--- src/rtl/vcpu_pkg.sv ---
// Shared types and constants for the vector pixel datapath.
package vcpu_pkg;

    localparam int VCPU_LANES = 4;
    localparam int VCPU_PIX_W = 8;

    typedef logic [VCPU_LANES*VCPU_PIX_W-1:0] vec_word_t;

    typedef enum logic [1:0] {
        IDLE,
        RUN,
        DRAIN,
        DONE
    } wb_state_t;

endpackage

--- src/rtl/pixel_wb_fifo.sv ---
// Synchronous show-ahead FIFO buffering pixel result words ahead of memory.
// Pointers carry one extra wrap bit so full and empty are told apart.
module pixel_wb_fifo #(
    parameter int DEPTH = 4,
    parameter int WIDTH = 32
) (
    input  logic             clk,
    input  logic             rst,
    input  logic             push,
    input  logic [WIDTH-1:0] din,
    input  logic             pop,
    output logic [WIDTH-1:0] head,
    output logic             full,
    output logic             empty
);

    localparam int AW = $clog2(DEPTH);

    logic [AW:0]      wr_ptr_reg;
    logic [AW:0]      rd_ptr_reg;
    logic [WIDTH-1:0] mem [DEPTH];
    logic             do_push;
    logic             do_pop;

    assign do_push = push && !full;
    assign do_pop  = pop && !empty;

    assign empty = (wr_ptr_reg == rd_ptr_reg);
    assign full  = (wr_ptr_reg[AW] != rd_ptr_reg[AW]) &&
                   (wr_ptr_reg[AW-1:0] == rd_ptr_reg[AW-1:0]);
    assign head  = mem[rd_ptr_reg[AW-1:0]];

    // Pointer update; reset empties the buffer without touching storage.
    always_ff @(posedge clk) begin
        if (rst) begin
            wr_ptr_reg <= '0;
            rd_ptr_reg <= '0;
        end else begin
            if (do_push) wr_ptr_reg <= wr_ptr_reg + (AW+1)'(1);
            if (do_pop)  rd_ptr_reg <= rd_ptr_reg + (AW+1)'(1);
        end
    end

    // Storage write; contents are don't-care until a push lands.
    always_ff @(posedge clk) begin
        if (do_push) mem[wr_ptr_reg[AW-1:0]] <= din;
    end

endmodule

--- src/rtl/pixel_writeback_unit.sv ---
// Pixel writeback unit: buffers ALU vector results and writes them to
// consecutive memory words for one job (start -> word_count writes -> done).
// Optional feature macro: WB_CHECKSUM_EN adds a 16-bit running pixel checksum.
module pixel_writeback_unit
    import vcpu_pkg::*;
#(
    parameter int LANES      = VCPU_LANES,
    parameter int PIX_W      = VCPU_PIX_W,
    parameter int ADDR_W     = 16,
    parameter int FIFO_DEPTH = 4
) (
    input  logic                   clk,
    input  logic                   rst,
    input  logic                   start,
    input  logic [ADDR_W-1:0]      base_addr,
    input  logic [ADDR_W-1:0]      word_count,
    input  logic                   res_valid,
    input  logic [LANES*PIX_W-1:0] res_data,
    output logic                   res_ready,
    output logic                   mem_we,
    output logic [ADDR_W-1:0]      mem_addr,
    output logic [LANES*PIX_W-1:0] mem_wdata,
    input  logic                   mem_ack,
    output logic                   busy,
    output logic                   done
`ifdef WB_CHECKSUM_EN
    ,
    output logic [15:0]            checksum
`endif
);

    localparam int W = LANES * PIX_W;

    wb_state_t         state_reg;
    wb_state_t         state_next;
    logic [ADDR_W-1:0] base_reg;
    logic [ADDR_W-1:0] count_reg;
    logic [ADDR_W-1:0] accept_cnt_reg;
    logic [ADDR_W-1:0] write_cnt_reg;

    logic              start_ok;
    logic              push;
    logic              pop;
    logic              fifo_full;
    logic              fifo_empty;
    logic [W-1:0]      fifo_head;

    pixel_wb_fifo #(
        .DEPTH (FIFO_DEPTH),
        .WIDTH (W)
    ) u_fifo (
        .clk   (clk),
        .rst   (rst),
        .push  (push),
        .din   (res_data),
        .pop   (pop),
        .head  (fifo_head),
        .full  (fifo_full),
        .empty (fifo_empty)
    );

    assign start_ok  = (state_reg == IDLE) && start;
    assign busy      = (state_reg == RUN) || (state_reg == DRAIN);
    assign done      = (state_reg == DONE);
    // Accept side depends only on registered state, never on mem_ack.
    assign res_ready = (state_reg == RUN) && !fifo_full && (accept_cnt_reg < count_reg);
    assign push      = res_valid && res_ready;
    assign mem_we    = busy && !fifo_empty;
    assign pop       = mem_we && mem_ack;
    assign mem_addr  = base_reg + write_cnt_reg;
    // Head is masked while empty so stale storage never shows on the bus.
    assign mem_wdata = fifo_empty ? '0 : fifo_head;

    // Job parameter latch and accept/write progress counters.
    always_ff @(posedge clk) begin
        if (rst) begin
            base_reg       <= '0;
            count_reg      <= '0;
            accept_cnt_reg <= '0;
            write_cnt_reg  <= '0;
        end else if (start_ok) begin
            base_reg       <= base_addr;
            count_reg      <= word_count;
            accept_cnt_reg <= '0;
            write_cnt_reg  <= '0;
        end else begin
            if (push) accept_cnt_reg <= accept_cnt_reg + ADDR_W'(1);
            if (pop)  write_cnt_reg  <= write_cnt_reg + ADDR_W'(1);
        end
    end

    // Job state register.
    always_ff @(posedge clk) begin
        if (rst) state_reg <= IDLE;
        else     state_reg <= state_next;
    end

    // Job sequencing: run until all words accepted, drain until all written.
    always_comb begin
        state_next = state_reg;
        case (state_reg)
            IDLE:    if (start) state_next = (word_count == '0) ? DONE : RUN;
            RUN:     if (accept_cnt_reg == count_reg) state_next = DRAIN;
            DRAIN:   if (write_cnt_reg == count_reg) state_next = DONE;
            DONE:    state_next = IDLE;
            default: state_next = IDLE;
        endcase
    end

`ifdef WB_CHECKSUM_EN
    logic [15:0] lane_ext [LANES];
    logic [15:0] word_sum;

    genvar gi;
    generate
        for (gi = 0; gi < LANES; gi++) begin : g_lane
            assign lane_ext[gi] = 16'(fifo_head[gi*PIX_W +: PIX_W]);
        end
    endgenerate

    // Sum of all lanes of the word currently at the FIFO head.
    always_comb begin
        word_sum = '0;
        for (int i = 0; i < LANES; i++) word_sum = word_sum + lane_ext[i];
    end

    // Running checksum: cleared per job, accumulates each acked write.
    always_ff @(posedge clk) begin
        if (rst)           checksum <= '0;
        else if (start_ok) checksum <= '0;
        else if (pop)      checksum <= checksum + word_sum;
    end
`endif

endmodule
--- config.mk ---
export PLATFORM = sky130hd
export DESIGN_NAME = pixel_writeback_unit
export DESIGN_NICKNAME = d
export VERILOG_FILES = /design/src/rtl/vcpu_pkg.sv /design/src/rtl/pixel_wb_fifo.sv /design/src/rtl/pixel_writeback_unit.sv
export SDC_FILE = /design/constraint.sdc
export NUM_CORES = 1
export LEC_CHECK = 0
export BUFFER_PORTS_ARGS = -buffer_cell sky130_fd_sc_hd__buf_2
export CORE_MARGIN = 2
export CORE_UTILIZATION = 45
export DETAILED_ROUTE_END_ITERATION = 16
export GPL_TIMING_DRIVEN = 0
export PLACE_DENSITY = 0.61
export SETUP_SLACK_MARGIN = 0.02
export SYNTH_ARGS = -nofsm -noshare
export SYNTH_HDL_FRONTEND = slang
export SYNTH_HIERARCHICAL = 1
export SYNTH_SLANG_ARGS = --single-unit
--- constraint.sdc ---
create_clock -name clk -period 7.4 [get_ports clk]
set_input_delay 0.74 -clock clk [delete_from_list [all_inputs] [get_ports clk]]
set_output_delay 0.74 -clock clk [all_outputs]
set_load 0.01 [all_outputs]
* Word level (Yosys, flattened, before mapping) *
Memories as Yosys holds them, arrays and structs flattened. A register that Yosys moved wholly into a read port is not among the register bits.
Cells that the tools add are included.

storage, ports and cells
  RAM bits = 128
  ROM bits = 0
  logic and storage cells = 51
  register bits after elaboration = 72
  latch bits = 0
  memories = 1

cells by class
  mux-type cells = 10
  shifts and indexed selects = 0
  eq/ne operators = 11
  bitwise operators = 0
  reductions and logical operators = 16
  magnitude comparators = 1
  multiply operators = 0
  $add $sub $neg = 5
  divide/modulo/power cells = 0

memories
  memory      words  bits a word  rd ports  clocked after memory_dff  wr ports  line                 RTL
  u_fifo.mem  4      32           1         1                         1         pixel_wb_fifo.sv:21  logic [WIDTH-1:0] mem [DEPTH];

operators with widths
  operator                                                                  number
  16-bit by 1-bit adder with 16-bit output (second input constant)          2
  16-bit == test                                                            2
  32-bit two-way mux                                                        1
  16-bit adder                                                              1
  16-bit zero test                                                          1
  16-bit < comparator                                                       1
  2-bit two-way mux                                                         6
  1-bit logical AND                                                         9
  2-bit one-hot mux with 4 select lines                                     1
  3-bit by 1-bit adder with 3-bit output (second input constant)            2
  2-bit == test (second input constant)                                     2
  2-bit by 1-bit inequality test with 1-bit output (second input constant)  2
  3-bit == test                                                             1
  3-bit AND reduction                                                       1
  2-bit by 1-bit == test with 1-bit output (second input constant)          1
  2-bit == test                                                             1
  1-bit zero test                                                           2
  2-bit zero test                                                           1
  1-bit two-way mux                                                         2
  2-bit inequality test (second input constant)                             1
  2-bit OR reduction                                                        1
  1-bit logical OR                                                          1
  1-bit inequality test                                                     1

* Logic depth before layout (Yosys ltp) *
  depth in word-level cells = 9
  mapped depth = 10

* Cells and area by module *
Netlist, hierarchy kept.

modules (own cells, without submodules)
  module                times used  area each (µm²)  cells an instance
  pixel_wb_fifo         1           5177.5           235
  pixel_writeback_unit  1           4490.6           571

* Least setup slack after synthesis *
No wires, ideal clock.

  path kind = register to register
  start point = register count_reg[14]
  end point = memory u_fifo.mem[3][0] (enable)
  period minus slack after synthesis = 4088 ps
  arrival time = 3647 ps
  path buffers = 0
  cell stages (with the launch flop) = 9
  required time = 6959 ps
  slack = 3312 ps
  path through = dfxtp_1 inv_1 ha_1 and3_1 o21ai_1 nand3_1 nor4_2 nand2_1 a31oi_1

on the way
  word-level cells in the longest chain between the ends = 6

ends and longest elaborated chain
  what                                     line                        RTL
  from (decl)                              pixel_writeback_unit.sv:37  logic [ADDR_W-1:0] count_reg;
  from (signal assigned)                   pixel_writeback_unit.sv:83  count_reg <= word_count;
  16-bit < comparator                      pixel_writeback_unit.sv:66  assign res_ready = (state_reg == RUN) && !fifo_full && (accept_cnt_reg < count_reg);
  1-bit logical AND                        pixel_writeback_unit.sv:66
  1-bit logical AND                        pixel_writeback_unit.sv:67  assign push = res_valid && res_ready;
  net push                                 pixel_writeback_unit.sv:42  logic push;
  1-bit logical AND                        pixel_wb_fifo.sv:25         assign do_push = push && !full;
  1-bit two-way mux                        pixel_wb_fifo.sv:46         if (do_push) mem[wr_ptr_reg[AW-1:0]] <= din;
  1-bit two-way mux (not written as such)  pixel_wb_fifo.sv:46
  to (decl)                                pixel_wb_fifo.sv:21

The timed path passes the listed nets, and every way through them passes these cells.

* Worst setup path after layout *
  start point = register u_fifo.rd_ptr_reg[0]
  end point = output port mem_wdata[18]

on the way
  word-level cells in the longest chain between the ends = 2

ends and longest elaborated chain
  what                    line                        RTL
  from (decl)             pixel_wb_fifo.sv:20         logic [AW:0] rd_ptr_reg;
  from (signal assigned)  pixel_wb_fifo.sv:40         if (do_pop) rd_ptr_reg <= rd_ptr_reg + (AW+1)'(1);
  3-bit == test           pixel_wb_fifo.sv:28         assign empty = (wr_ptr_reg == rd_ptr_reg);
  net fifo_empty          pixel_writeback_unit.sv:45  logic fifo_empty;
  32-bit two-way mux      pixel_writeback_unit.sv:72  assign mem_wdata = fifo_empty ? '0 : fifo_head;
  to (decl)               pixel_writeback_unit.sv:22  output logic [LANES*PIX_W-1:0] mem_wdata,

The timed path passes the listed nets, and every way through them passes these cells.

==> flow_metrics.env <==
export IMPL_dpl_cell_count=1201
export IMPL_synth_edff_count=128
export IMPL_tns_ns=0
export IMPL_fmax_mhz=259.6
export IMPL_worst_hold_path_type="in -> reg"
export IMPL_avgSynthCellArea_um2=12.00
export IMPL_initial_drt_pass_iterations=4
export IMPL_synth_area_leader_cell="sky130_fd_sc_hd__edfxtp_1"
export IMPL_cts_buffers_inserted=23
export IMPL_drc=0
export IMPL_critical_path_class="reg -> out"
export IMPL_run_status="finished clean"
export IMPL_r2r_worst_path_cells=9
export IMPL_clock_tree_htree_level_count=1
export IMPL_clockBufferDepth=3
export IMPL_grt_remaining_overflow=0
export IMPL_swShare_pct=30.94
export IMPL_vias_in_the_first_global_route=6430
export IMPL_clkTransAtPathRegs_ns=0.06
export IMPL_tightest_slew_ns=0.8996
export IMPL_worst_ir_drop_vdd_mv=0.1655
export IMPL_p_comb_share_pct=25.9
export IMPL_dieWidth_um=150.6
export IMPL_worst_setup_path_end_kind="output pin"
export IMPL_slew_violations=0
export IMPL_switchingPower_uw=990.4
export IMPL_placement_setup_worst_slack_ns=3.673
export IMPL_power_internal_uw=2210
export IMPL_cts_root_buffer_cell="sky130_fd_sc_hd__clkbuf_16"
export IMPL_area_delta_synth_final_pct=17.42
export IMPL_top_level_ports=121
export IMPL_seq_area_frac_synth_pct=55.08
export IMPL_power_static_leakage_uw=0.004139
export IMPL_seqPwrFrac_pct=41.7
export IMPL_largest_register_ffs=128
export IMPL_critical_path_reg2reg_endpoint="u_fifo/mem[2][13]"
export IMPL_die_height_um=150.6
export IMPL_row_count=53
export IMPL_hold_path_depth=1
export IMPL_synth_area_um2=9668
export IMPL_grt_pass1_wl_mm=33.19
export IMPL_clkSinkCount=202
export IMPL_ys_async_sr_fraction_pct=0
export IMPL_vias_per_cell=5.316
export IMPL_data_arrival_time_of_the_worst_path_ns=3.11
export IMPL_initial_utilization_pct=45.99
export IMPL_min_period_ns=3.852
export IMPL_crit_path_start_kind="flip-flop"
export IMPL_ys_warnings_count=6
export IMPL_cts_resized=0
export IMPL_placement_io_buffers=119
export IMPL_detail_route_iter0_violations=378
export IMPL_gpl_final_weighted_congestion=0.8093
export IMPL_maxCapViolCount=0
export IMPL_layout_drive_gt1_share_pct=21.41
export IMPL_synth_cells=806
export IMPL_layout_worst_path_cycle_share_pct=52.05
export IMPL_dr_vias=6602
export IMPL_core_area_um2=21020
export IMPL_cts_tree="yes"
export IMPL_post_dp_hpwl_mm=14.98
export IMPL_max_slew_margin_pct=40.03
export IMPL_power_share_clock_pct=32.4
export IMPL_final_setup_violation_count=0
export IMPL_grt_setup_unrepaired="no"
export IMPL_critical_path_required_ns=6.66
export IMPL_power_density_nw_per_um2=282.0
export IMPL_antenna_found_initial=0
export IMPL_fin_skew_ns=0.01397
export IMPL_number_of_post_cts_setup_repair_buffers=0
export IMPL_finish_cell_count_without_fillers=1242
export IMPL_finalHoldViolations=0
export IMPL_cts_hold_fix_buffers=0
export IMPL_route_final_wire_length_mm=21.13
export IMPL_yosys_cell_count_top_type="sky130_fd_sc_hd__edfxtp_1"
export IMPL_timing_rr_start="count_reg[14]"
export IMPL_grtUsageTotal_pct=18.56
export IMPL_holdPathEnd="u_fifo/mem[2][17]"
export IMPL_yosys_top_cells_area="sky130_fd_sc_hd__edfxtp_1 40%, sky130_fd_sc_hd__dfxtp_1 15%, sky130_fd_sc_hd__mux4_2 7.5%"
export IMPL_fillCellCount=1899
export IMPL_design_final_nets=1064
export IMPL_synth_top_area_share_pct=39.76
export IMPL_die_area_um2=22670
export IMPL_post_synth_most_frequent_cells="128 x sky130_fd_sc_hd__edfxtp_1, 104 x sky130_fd_sc_hd__nand2_1, 74 x sky130_fd_sc_hd__dfxtp_1"
export IMPL_post_route_worst_setup_slack_ns=3.548
export IMPL_maximum_net_fanout_on_the_critical_path=10
export IMPL_mappedNetlistNets=919
export IMPL_grt_start_max_net_pins=33
export IMPL_timing_hold_worst_start="res_data[17]"
export IMPL_final_antenna_net_count=0
export IMPL_postLayoutCoreUtil_pct=54.00
export IMPL_antenna_cells=0
export IMPL_reg2reg_setup_slack_ns=3.68
export IMPL_clk_insertion_delay_late_ns=0.51
export IMPL_synth_cell_type_count=59
export IMPL_postSynth_topFlopCell="sky130_fd_sc_hd__edfxtp_1"
export IMPL_synth_seq_cells=202
export IMPL_drt_wirelength_per_cell_um=17.01
cell usage in the layout, fill, tap and decap left out, types with 3 or more instances in the layout:
master / count
sky130_fd_sc_hd__clkinv_1: 3
sky130_fd_sc_hd__nor2b_1: 35
sky130_fd_sc_hd__xnor2_1: 34
sky130_fd_sc_hd__dfxtp_1: 74
sky130_fd_sc_hd__nand2_1: 104
sky130_fd_sc_hd__nor4b_1: 3
sky130_fd_sc_hd__clkinv_2: 5
sky130_fd_sc_hd__clkbuf_8: 3
sky130_fd_sc_hd__mux2i_1: 17
sky130_fd_sc_hd__and3_1: 5
sky130_fd_sc_hd__clkbuf_1: 25
sky130_fd_sc_hd__o21ai_0: 10
sky130_fd_sc_hd__nor3_1: 8
sky130_fd_sc_hd__or3_1: 16
sky130_fd_sc_hd__xor2_1: 13
sky130_fd_sc_hd__buf_1: 4
sky130_fd_sc_hd__buf_2: 126
sky130_fd_sc_hd__nand4_1: 24
sky130_fd_sc_hd__a21oi_1: 59
sky130_fd_sc_hd__ha_1: 43
sky130_fd_sc_hd__o211ai_1: 7
sky130_fd_sc_hd__edfxtp_1: 128
sky130_fd_sc_hd__a211oi_1: 3
sky130_fd_sc_hd__a211o_1: 3
sky130_fd_sc_hd__and2_1: 3
sky130_fd_sc_hd__a21o_1: 6
sky130_fd_sc_hd__nand2b_1: 4
sky130_fd_sc_hd__and2_2: 3
sky130_fd_sc_hd__clkbuf_16: 23
sky130_fd_sc_hd__a31oi_1: 3
sky130_fd_sc_hd__nor4_1: 16
sky130_fd_sc_hd__inv_1: 32
sky130_fd_sc_hd__mux4_2: 32
sky130_fd_sc_hd__nor2_1: 33
sky130_fd_sc_hd__nor3b_1: 4
sky130_fd_sc_hd__or4_1: 4
sky130_fd_sc_hd__o21a_1: 5
sky130_fd_sc_hd__nand3_1: 11
kinds of logic after synthesis:
| family | after synthesis | share of synthesized area (%) |
|---|---|---|
| and+or+nand+nor | 281 | 14.87 |
| DFF | 202 | 55.08 |
| AOI/OAI and AO/OA | 116 | 7.894 |
| buffers and inverters | 67 | 2.912 |
| muxes | 49 | 9.214 |
| xor gates and xnor gates | 47 | 4.258 |
| adders and majority gates | 44 | 5.772 |
power groups by stage:
stage / sequential [µW] / combinational [µW] / clock, µW
after detailed placement: 1360 / 841 / 0
after global placement: 1360 / 831 / 0
after floorplan: 1340 / 575 / 0
after global routing: 1340 / 923 / 1100
final: 1330 / 829 / 1040
after CTS: 1330 / 846 / 1060
worst max-delay path, cell delays in order, from the launching register on:
cell	delay, ns
sky130_fd_sc_hd__dfxtp_1	0.37
sky130_fd_sc_hd__xnor2_1	0.62
sky130_fd_sc_hd__nand2_1	0.29
sky130_fd_sc_hd__nor2_1	0.53
sky130_fd_sc_hd__clkbuf_1	0.47
sky130_fd_sc_hd__nor2b_1	0.14
sky130_fd_sc_hd__buf_2	0.17
area by class of cell:
type	count	area (µm²)	share of cell area, %
flip-flops and latches	202	5325	46.91
multi-input cells	537	4080	35.94
repair buffers	120	623.1	5.489
clock buffers	29	618.1	5.445
well taps	275	344.1	3.031
plain buffers	35	161.4	1.422
inverters	32	120.1	1.058
clock inverters	12	80.08	0.7054
per-stage QoR:
stage / hold WS, ns / area (µm²) / power [µW]
after floorplan: 0.4406 / 9668 / 1913
after global routing: 0.4248 / 11350 / 3366
after global placement: 0.4496 / 10610 / 2189
final: 0.4433 / 11350 / 3201
after detailed placement: 0.4542 / 10650 / 2199
after CTS: 0.4226 / 11350 / 3242
routing by layer:
layer	routed length, µm	track usage, %	part of all wire [%]
met5	0	0	0
met3	933	2.545	4.4
met2	10430	32.75	49
met1	9434	24.32	45
met4	328	4.252	1.6
how the worst max path moves through the flow:
stage	depth (start not counted)	end	start
floorplan	8	u_fifo/mem[3][0]	count_reg[14]
global route	6	mem_we	u_fifo/wr_ptr_reg[0]
detailed placement	9	u_fifo/mem[1][9]	u_fifo/wr_ptr_reg[0]
finish	6	mem_wdata[18]	u_fifo/rd_ptr_reg[0]
CTS	6	mem_we	u_fifo/rd_ptr_reg[0]
global placement	8	u_fifo/mem[3][9]	count_reg[14]
(Power assumes the default switching activity.)
